File: config.mk
export PLATFORM = sky130hd
export DESIGN_NAME = io_out_queue
export DESIGN_NICKNAME = d
export VERILOG_FILES = /design/src/rtl/io_out_pkg.sv /design/src/rtl/io_out_queue_fifo_ram.sv /design/src/rtl/io_out_queue.sv
export SDC_FILE = /design/constraint.sdc
export NUM_CORES = 1
export LEC_CHECK = 0
export BUFFER_PORTS_ARGS = -buffer_cell sky130_fd_sc_hd__buf_2
export CORE_AREA = 2 2 115 117
export CTS_BUF_LIST = sky130_fd_sc_hd__clkbuf_2
export DETAILED_ROUTE_END_ITERATION = 12
export DIE_AREA = 0 0 117 119
export MAX_ROUTING_LAYER = met4
export PLACE_DENSITY_LB_ADDON = 0.15
export SLEW_MARGIN = 25
export SYNTH_ARGS = -nofsm -noshare
export SYNTH_HDL_FRONTEND = slang
export SYNTH_SLANG_ARGS = --single-unit
File: constraint.sdc
create_clock -name clk -period 2.9 [get_ports clk]
set_input_delay 0.29 -clock clk [delete_from_list [all_inputs] [get_ports clk]]
set_output_delay 0.29 -clock clk [all_outputs]
set_load 0.01 [all_outputs]
File: src/rtl/io_out_pkg.sv
// Shared widths and the write-entry record for the output-IO queue.
// io_wr_t is sized from these defaults; the top's parameters must match them.
package io_out_pkg;

  localparam int unsigned IO_NUBITS = 32;
  localparam int unsigned IO_NUIOOU = 8;
  localparam int unsigned IO_FDEPTH = 4;

  localparam int unsigned IO_AW = $clog2(IO_NUIOOU);
  localparam int unsigned IO_PW = $clog2(IO_FDEPTH) + 1;
  localparam int unsigned IO_LW = $clog2(IO_FDEPTH + 1) + 1;

  typedef struct packed {
    logic [IO_AW-1:0]     addr;
    logic [IO_NUBITS-1:0] data;
  } io_wr_t;

endpackage

File: src/rtl/io_out_queue_fifo_ram.sv
// FDEPTH x io_wr_t register array: one synchronous write port and one
// combinational read port, both addressed by pointer index.
module fifo_ram
  import io_out_pkg::*;
#(
  parameter int unsigned FDEPTH = IO_FDEPTH
) (
  input  logic                      clk,
  input  logic                      we,
  input  logic [$clog2(FDEPTH)-1:0] waddr,
  input  io_wr_t                    wdata,
  input  logic [$clog2(FDEPTH)-1:0] raddr,
  output io_wr_t                    rdata
);

  io_wr_t mem [FDEPTH];

  always_ff @(posedge clk) begin
    if (we) mem[waddr] <= wdata;
  end

  assign rdata = mem[raddr];

endmodule

File: src/rtl/io_out_queue.sv
// Output-IO queue: buffers core OUT writes and hands them to peripherals over
// valid/ready. Optional per-address shadow bus under IO_OUT_SHADOW_EN.
module io_out_queue
  import io_out_pkg::*;
#(
  parameter int unsigned NUBITS = IO_NUBITS,
  parameter int unsigned NUIOOU = IO_NUIOOU,
  parameter int unsigned FDEPTH = IO_FDEPTH
) (
  input  logic                           clk,
  input  logic                           rst,
  input  logic                           out_en,
  input  logic [$clog2(NUIOOU)-1:0]      addr_out,
  input  logic [NUBITS-1:0]              data_out,
  output logic                           port_valid,
  output logic [$clog2(NUIOOU)-1:0]      port_addr,
  output logic [NUBITS-1:0]              port_data,
  input  logic                           port_ready,
  output logic [$clog2(FDEPTH+1):0]      level,
  output logic                           ovf,
  input  logic                           ovf_clr
`ifdef IO_OUT_SHADOW_EN
  ,
  output logic [NUIOOU*NUBITS-1:0]       shadow
`endif
);

  localparam int unsigned AW = $clog2(NUIOOU);
  localparam int unsigned IW = $clog2(FDEPTH);
  localparam int unsigned PW = IW + 1;
  localparam int unsigned LW = $clog2(FDEPTH + 1) + 1;

  logic [PW-1:0] rd_ptr, wr_ptr;
  io_wr_t        out_q;
  io_wr_t        wr_entry;
  io_wr_t        fifo_head;

  logic fifo_empty;
  logic q_full;
  logic pop;
  logic accept;
  logic bypass;
  logic fifo_wr;

  assign wr_entry = '{addr: addr_out, data: data_out};

  assign fifo_empty = (rd_ptr == wr_ptr);
  assign q_full     = (level == LW'(FDEPTH + 1));
  assign pop        = port_valid & port_ready;
  assign accept     = out_en & (~q_full | pop);
  // Bypass only when nothing is queued ahead, so FIFO order is never skipped.
  assign bypass     = accept & fifo_empty & (~port_valid | pop);
  assign fifo_wr    = accept & ~bypass;

  fifo_ram #(
    .FDEPTH (FDEPTH)
  ) u_ram (
    .clk   (clk),
    .we    (fifo_wr),
    .waddr (wr_ptr[IW-1:0]),
    .wdata (wr_entry),
    .raddr (rd_ptr[IW-1:0]),
    .rdata (fifo_head)
  );

  always_ff @(posedge clk) begin
    if (!rst) begin
      rd_ptr     <= '0;
      wr_ptr     <= '0;
      out_q      <= '0;
      port_valid <= 1'b0;
    end else begin
      if (fifo_wr) wr_ptr <= wr_ptr + 1'b1;
      if (pop) begin
        if (!fifo_empty) begin
          out_q      <= fifo_head;
          rd_ptr     <= rd_ptr + 1'b1;
          port_valid <= 1'b1;
        end else if (bypass) begin
          out_q      <= wr_entry;
          port_valid <= 1'b1;
        end else begin
          port_valid <= 1'b0;
        end
      end else if (bypass) begin
        out_q      <= wr_entry;
        port_valid <= 1'b1;
      end
    end
  end

  always_ff @(posedge clk) begin
    if (!rst) begin
      level <= '0;
      ovf   <= 1'b0;
    end else begin
      case ({accept, pop})
        2'b10:   level <= level + 1'b1;
        2'b01:   level <= level - 1'b1;
        default: level <= level;
      endcase
      if (out_en && !accept) ovf <= 1'b1;
      else if (ovf_clr)      ovf <= 1'b0;
    end
  end

  assign port_addr = out_q.addr;
  assign port_data = out_q.data;

`ifdef IO_OUT_SHADOW_EN
  always_ff @(posedge clk) begin
    if (!rst) begin
      shadow <= '0;
    end else if (pop) begin
      for (int unsigned a = 0; a < NUIOOU; a++) begin
        if (port_addr == AW'(a)) shadow[a*NUBITS +: NUBITS] <= port_data;
      end
    end
  end
`endif

endmodule

After elaboration in Yosys (flattened, before gate mapping)
Memory sizes are Yosys's and may differ from the RTL's. A register that Yosys moved wholly into a read port is not among the register bits.
Cells that the tools add are included.
Cells by class
  multiplexer cells: 14
  add/subtract/negate cells: 4
  reduce and logical (&&, ||, !) cells: 6
  equal/unequal tests: 4
  bitwise gates (word level): 11
Operators by type and width (count)
  2-to-1 mux 35 bit: 3
  2-to-1 mux 1 bit: 8
  case mux 4 bit (2 select lines): 1
  adder 3 x 1 -> 3 bit (second input constant): 2
  nonzero test 2 bit: 3
  bitwise AND 1 bit: 5
  adder 4 x 1 -> 4 bit (second input constant): 1
  == test 4 x 3 -> 1 bit (second input constant): 1
  2-to-1 mux 2 bit: 2
  NOT 1 bit: 4
  subtractor 4 x 1 -> 4 bit (second input constant): 1
  == test 3 bit: 1
  == test 2 x 1 -> 1 bit (second input constant): 1
  == test 2 bit (second input constant): 1
  bitwise OR 1 bit: 2
  AND reduction 2 bit: 1
  logical AND 1 bit: 1
  zero test 1 bit: 1
Storage, ports and cells
  register bits after elaboration: 47
  input port bits: 40
  memories kept: 1
  RAM bits: 140
Memory list
  u_ram.mem: depth 4, width 35, read ports 1, clocked after Yosys merged registers in 1, wr ports 1, line io_out_queue_fifo_ram.sv:16  | io_wr_t mem [FDEPTH];

Longest topological paths before layout
  depth in word-level cells: 10
  mapped depth: 8
  depth with buffers taken out: 8

By module
Synthesis repeated with hierarchy kept, for this count alone.
Second synthesis, totals
  cells, all modules: 466
  area total of the unflattened synthesis: 7455.9 um^2
By module, submodules not included
  fifo_ram: area an instance 5133.7 um^2, times used 1, cells an instance 187
  io_out_queue: area an instance 2322.2 um^2, times used 1, cells an instance 279

Worst setup path before layout
Ideal clock, no wire load.
  kind: reg-to-reg
  start: reg level[1]
  end: mem u_ram.mem[0][0] in the netlist's numbering, enable pin
  arrival time: 1994 ps
  setup time: 396 ps
  stages on the path, launching flop included: 5
  slack: 511 ps
  buffers on the path: 1
  cell sequence: dfxtp_1 -> and4bb_1 -> a21boi_2 -> buf_2 -> and3_1
Between the ends
  word-level cells in the longest chain between the ends: 10
RTL lines
  from (decl): line io_out_queue.sv:19  | output logic [$clog2(FDEPTH+1):0] level,
  from (signal assigned): line io_out_queue.sv:98  | 2'b10: level <= level + 1'b1;
  from (signal assigned): line io_out_queue.sv:99  | 2'b01: level <= level - 1'b1;
  from (signal assigned): line io_out_queue.sv:100  | default: level <= level;
  == test 4 x 3 -> 1 bit (*): line io_out_queue.sv:48  | assign q_full = (level == LW'(FDEPTH + 1));
  NOT 1 bit (*): line io_out_queue.sv:50  | assign accept = out_en & (~q_full | pop);
  bitwise OR 1 bit (*): line io_out_queue.sv:50
  bitwise AND 1 bit (*): line io_out_queue.sv:50
  bitwise AND 1 bit (2 in a row): line io_out_queue.sv:52  | assign bypass = accept & fifo_empty & (~port_valid | pop);
  NOT 1 bit: line io_out_queue.sv:53  | assign fifo_wr = accept & ~bypass;
  bitwise AND 1 bit (*): line io_out_queue.sv:53
  2-to-1 mux 1 bit (*): line io_out_queue_fifo_ram.sv:19  | if (we) mem[waddr] <= wdata;
  2-to-1 mux 1 bit (implied by the code) (*): line io_out_queue_fifo_ram.sv:19
  to (decl): line io_out_queue_fifo_ram.sv:16
Every way passes the cells marked *; elsewhere a longest branch is shown, timed or not.

Worst setup path after layout
  start: reg port_valid
  end: reg level[3]
Between the ends
  word-level cells in the longest chain between the ends: 5
  elaborated cells on any way between the ends: 7
RTL lines
  from (decl): line io_out_queue.sv:15  | output logic port_valid,
  from (signal assigned): line io_out_queue.sv:71  | port_valid <= 1'b0;
  from (signal assigned): line io_out_queue.sv:78  | port_valid <= 1'b1;
  from (signal assigned): line io_out_queue.sv:81  | port_valid <= 1'b1;
  bitwise AND 1 bit (*): line io_out_queue.sv:49  | assign pop = port_valid & port_ready;
  bitwise OR 1 bit: line io_out_queue.sv:50
  bitwise AND 1 bit: line io_out_queue.sv:50
  == test 2 x 1 -> 1 bit / == test 2 bit (equally long branches): line io_out_queue.sv:97  | case ({accept, pop})
  case mux 4 bit (2 select lines) / nonzero test 2 bit (equally long branches)
Marked as above.
A chain may end at the register's enable or synchronous reset.

==> flow_metrics.env <==
export IMPL_regToRegEndpoint="level[3]"
export IMPL_grt_overflow=0
export IMPL_ys_seq_area_share_pct=69.5
export IMPL_min_path_type="input pin to register"
export IMPL_r2r_setup_slack_ns=0.82
export IMPL_fp_coreArea_um2=12900
export IMPL_powerDensity_nw_per_um2=571
export IMPL_relSlewSlack_pct=54.2
export IMPL_critPathArrivalTime_ns=2.81
export IMPL_synth_seq_cells=189
export IMPL_synth_area_um2=7460
export IMPL_setup_worst_path_end="level[3]"
export IMPL_drt_total_wl_um=15700
export IMPL_avgSynthCellArea_um2=15.8
export IMPL_fp_dieH_um=119
export IMPL_drive_above_1_share_pct=28.9
export IMPL_drc=0
export IMPL_die_area_um2=13900
export IMPL_cp_startpoint="port_valid"
export IMPL_fin_nets=645
export IMPL_syn_to_final_growth_pct=17.1
export IMPL_critPathLaunchType="register"
export IMPL_criticalPathCategory="register to register"
export IMPL_wire_per_inst_um=20.0
export IMPL_grt_first_pass_wirelength_um=25000
export IMPL_tightestPinTransition_ns=0.684
export IMPL_cp_slowest_cell="dfxtp_1"
export IMPL_synth_edf_count=140
export IMPL_worst_setup_hold_path_clk_slew_ns=0.25
export IMPL_synthArstFlopShare_pct=0
export IMPL_grt_usage_pct=25.2
export IMPL_synth_warnings=0
export IMPL_tritoncts="yes"
export IMPL_p_leak_nw=3.06
export IMPL_antenna_found_initial=0
export IMPL_path_depth=8
export IMPL_grt_pass1_vias=4627
export IMPL_vias=4633
export IMPL_use_met1_pct=33.7
export IMPL_use_met3_pct=5.24
export IMPL_synthCells=473
export IMPL_setup_viol=0
export IMPL_period_minus_slack_ns=2.08
export IMPL_ios=81
export IMPL_postRouteAntennaNets=0
export IMPL_status="completed"
export IMPL_cp_num_buf_inv=1
export IMPL_worstRegToRegCells=8
export IMPL_cts_setup_buffers=0
export IMPL_clkLatencyLatePin_ns=0.77
export IMPL_hold_viol=0
export IMPL_vdd_drop_max_uv=366
export IMPL_std_cell_rows=42
export IMPL_fillers=921
export IMPL_top_usage_layer="met2"
export IMPL_drt_iter0_drc=321
export IMPL_cp_cell_sequence="and2_1, nand2b_1, inv_1, ha_1, a21o_1, a21oi_1, mux2i_1, mux2i_1"
export IMPL_place_congestion=0.790
export IMPL_cts_root_buf="clkbuf_2"
export IMPL_finalSetupTns_ns=0
export IMPL_cts_sinks=189
export IMPL_placed_cell_area_um2=8080
export IMPL_clock_path_buffers=2
export IMPL_syn_nets=521
export IMPL_cts_inserted_buffers=17
export IMPL_via_per_inst=5.89
export IMPL_finalCritPeriodShare_pct=71.7
export IMPL_dpl_hpwl_um=9440
export IMPL_cp_required_ns=3.63
export IMPL_finish_instance_area_um2=8740
export IMPL_finClkSkew_ns=0.0310
export IMPL_h_tree_depth=4
export IMPL_path_max_fanout=7
export IMPL_port_buffer_count=80
export IMPL_r2r_start="port_valid"
export IMPL_grt_max_degree=39
export IMPL_rsz0062_at_grt="no"
export IMPL_crit_top_cell="mux2i_1"
export IMPL_critical_path_max_stage_delay_ns=0.43
export IMPL_yosysUniqueCellTypes=37
export IMPL_diodes=0
export IMPL_drv_slew=0
export IMPL_die_x_um=117
export IMPL_firstDrtPassIters=5
export IMPL_path_delay_family="multiplexers"
export IMPL_start_util_pct=58.0
export IMPL_met2_usage_pct=39.4
export IMPL_max_clock_freq_ghz=0.481
export IMPL_drv_cap=0
export IMPL_cp_end_kind="register"
export IMPL_hold_path_depth=2
export IMPL_ys_flop_type="edfxtp_1"
## cell usage in the layout (no fill, tap or decap), drive strengths merged, types with 2 or more instances in the layout
| cell type | instances |
|---|---|
| mux2i | 4 |
| nand4 | 3 |
| nand2b | 5 |
| nor2 | 3 |
| inv | 8 |
| and3 | 5 |
| bufinv | 3 |
| ha | 7 |
| clkinvlp | 3 |
| clkbuf | 18 |
| nand2 | 4 |
| a31oi | 35 |
| nor3 | 2 |
| xnor2 | 4 |
| mux4 | 35 |
| dfxtp | 49 |
| clkinv | 7 |
| o21ai | 76 |
| edfxtp | 140 |
| nand3 | 40 |
| a21oi | 8 |
| dlygate4sd3 | 40 |
| buf | 100 |
## power breakdown
part / total [mW] / internal [mW] / switching [mW]
clock network: 1.36 / 0.487 / 0.869
logic: 0.571 / 0.239 / 0.331
registers: 3.06 / 3.01 / 0.0496
total: 4.99 / 3.74 / 1.25
## synth_stat cells, types with 2 or more instances
cell | instances | area share (%)
nand2_1 | 4 | 0.20
buf_2 | 14 | 0.94
and3_1 | 5 | 0.42
xnor2_1 | 4 | 0.47
nand2b_1 | 5 | 0.42
nand4_1 | 3 | 0.25
buf_12 | 3 | 0.80
buf_6 | 2 | 0.30
dfxtp_1 | 49 | 13
clkbuf_1 | 12 | 0.60
nor2_1 | 3 | 0.15
mux4_2 | 35 | 11
edfxtp_1 | 140 | 56
nand3_1 | 40 | 2.7
inv_1 | 6 | 0.30
a21oi_1 | 8 | 0.54
a31oi_1 | 35 | 2.9
buf_4 | 3 | 0.30
nor3_1 | 2 | 0.13
o21ai_0 | 34 | 2.3
mux2i_1 | 4 | 0.54
o21ai_1 | 41 | 2.7
ha_1 | 7 | 1.2
## sequential cells by signal, indices dropped and copies added (netlist names), named ones only
| name | count |
|---|---|
| level | 4 |
| wr_ptr | 3 |
| port_addr | 3 |
| u_ram.mem | 140 |
| ovf | 1 |
| rd_ptr | 3 |
| port_data | 32 |
| port_valid | 1 |
## cells by family (layout without fill, tap and decap cells)
kind of cell / after synthesis / after routing / synth area share (%)
AO/OA/AOI/OAI: 123 / 123 / 9.12
XOR/XNOR: 5 / 5 / 0.587
adder cells (fa/ha/maj): 8 / 8 / 1.44
buffers and inverters: 42 / 179 / 3.40
flip-flops: 189 / 189 / 69.5
multiplexers: 39 / 39 / 11.1
AND/OR/NAND/NOR: 67 / 67 / 4.86
## metrics by stage
step / hold slack [ns] / setup WS, ns / std cells / utilization [%] / power, mW
final: 0.271 / 0.820 / 786 / 67.9 / 4.99
after global routing: 0.228 / 0.682 / 786 / 67.9 / 5.18
after CTS: 0.222 / 0.807 / 786 / 67.9 / 5.02
after detailed placement: 0.479 / 0.815 / 714 / 62.8 / 3.65
after global placement: 0.457 / 0.898 / 714 / 62.8 / 3.63
after floorplan: 0.389 / 0.511 / 473 / - / 3.45
## layout make-up
type	count	area, µm²	share of cell area, %
Sequential cell	189	5190	59.4
Clock buffer	18	90.1	1.03
Timing Repair Buffer	140	1000	11.5
Clock inverter	14	169	1.93
Inverter	7	26.3	0.301
Tap cell	176	220	2.52
Multi-Input combinational cell	242	2040	23.4
## timing repair
action | in CTS | in global routing
resized for setup | 0 | 0
hold endpoints to repair | 183 | 0
hold buffers | 40 | 0
## routing by layer
layer  up-vias  routed length (µm)
met3        25                 955
met4         0                 280
met2       187                7830
li1       2124                   -
met5         -                   0
met1      2297                6630
## how the worst min path moves through the flow
stage	start	endpoint	slack, ns
global route	data_out[28]	u_ram.mem[1][28]	0.23
detailed placement	ovf	ovf	0.48
finish	data_out[30]	u_ram.mem[2][30]	0.27
CTS	data_out[30]	u_ram.mem[2][30]	0.22
floorplan	data_out[0]	u_ram.mem[0][0]	0.39
global placement	ovf	ovf	0.46
Power figures use the tool's default switching activity.
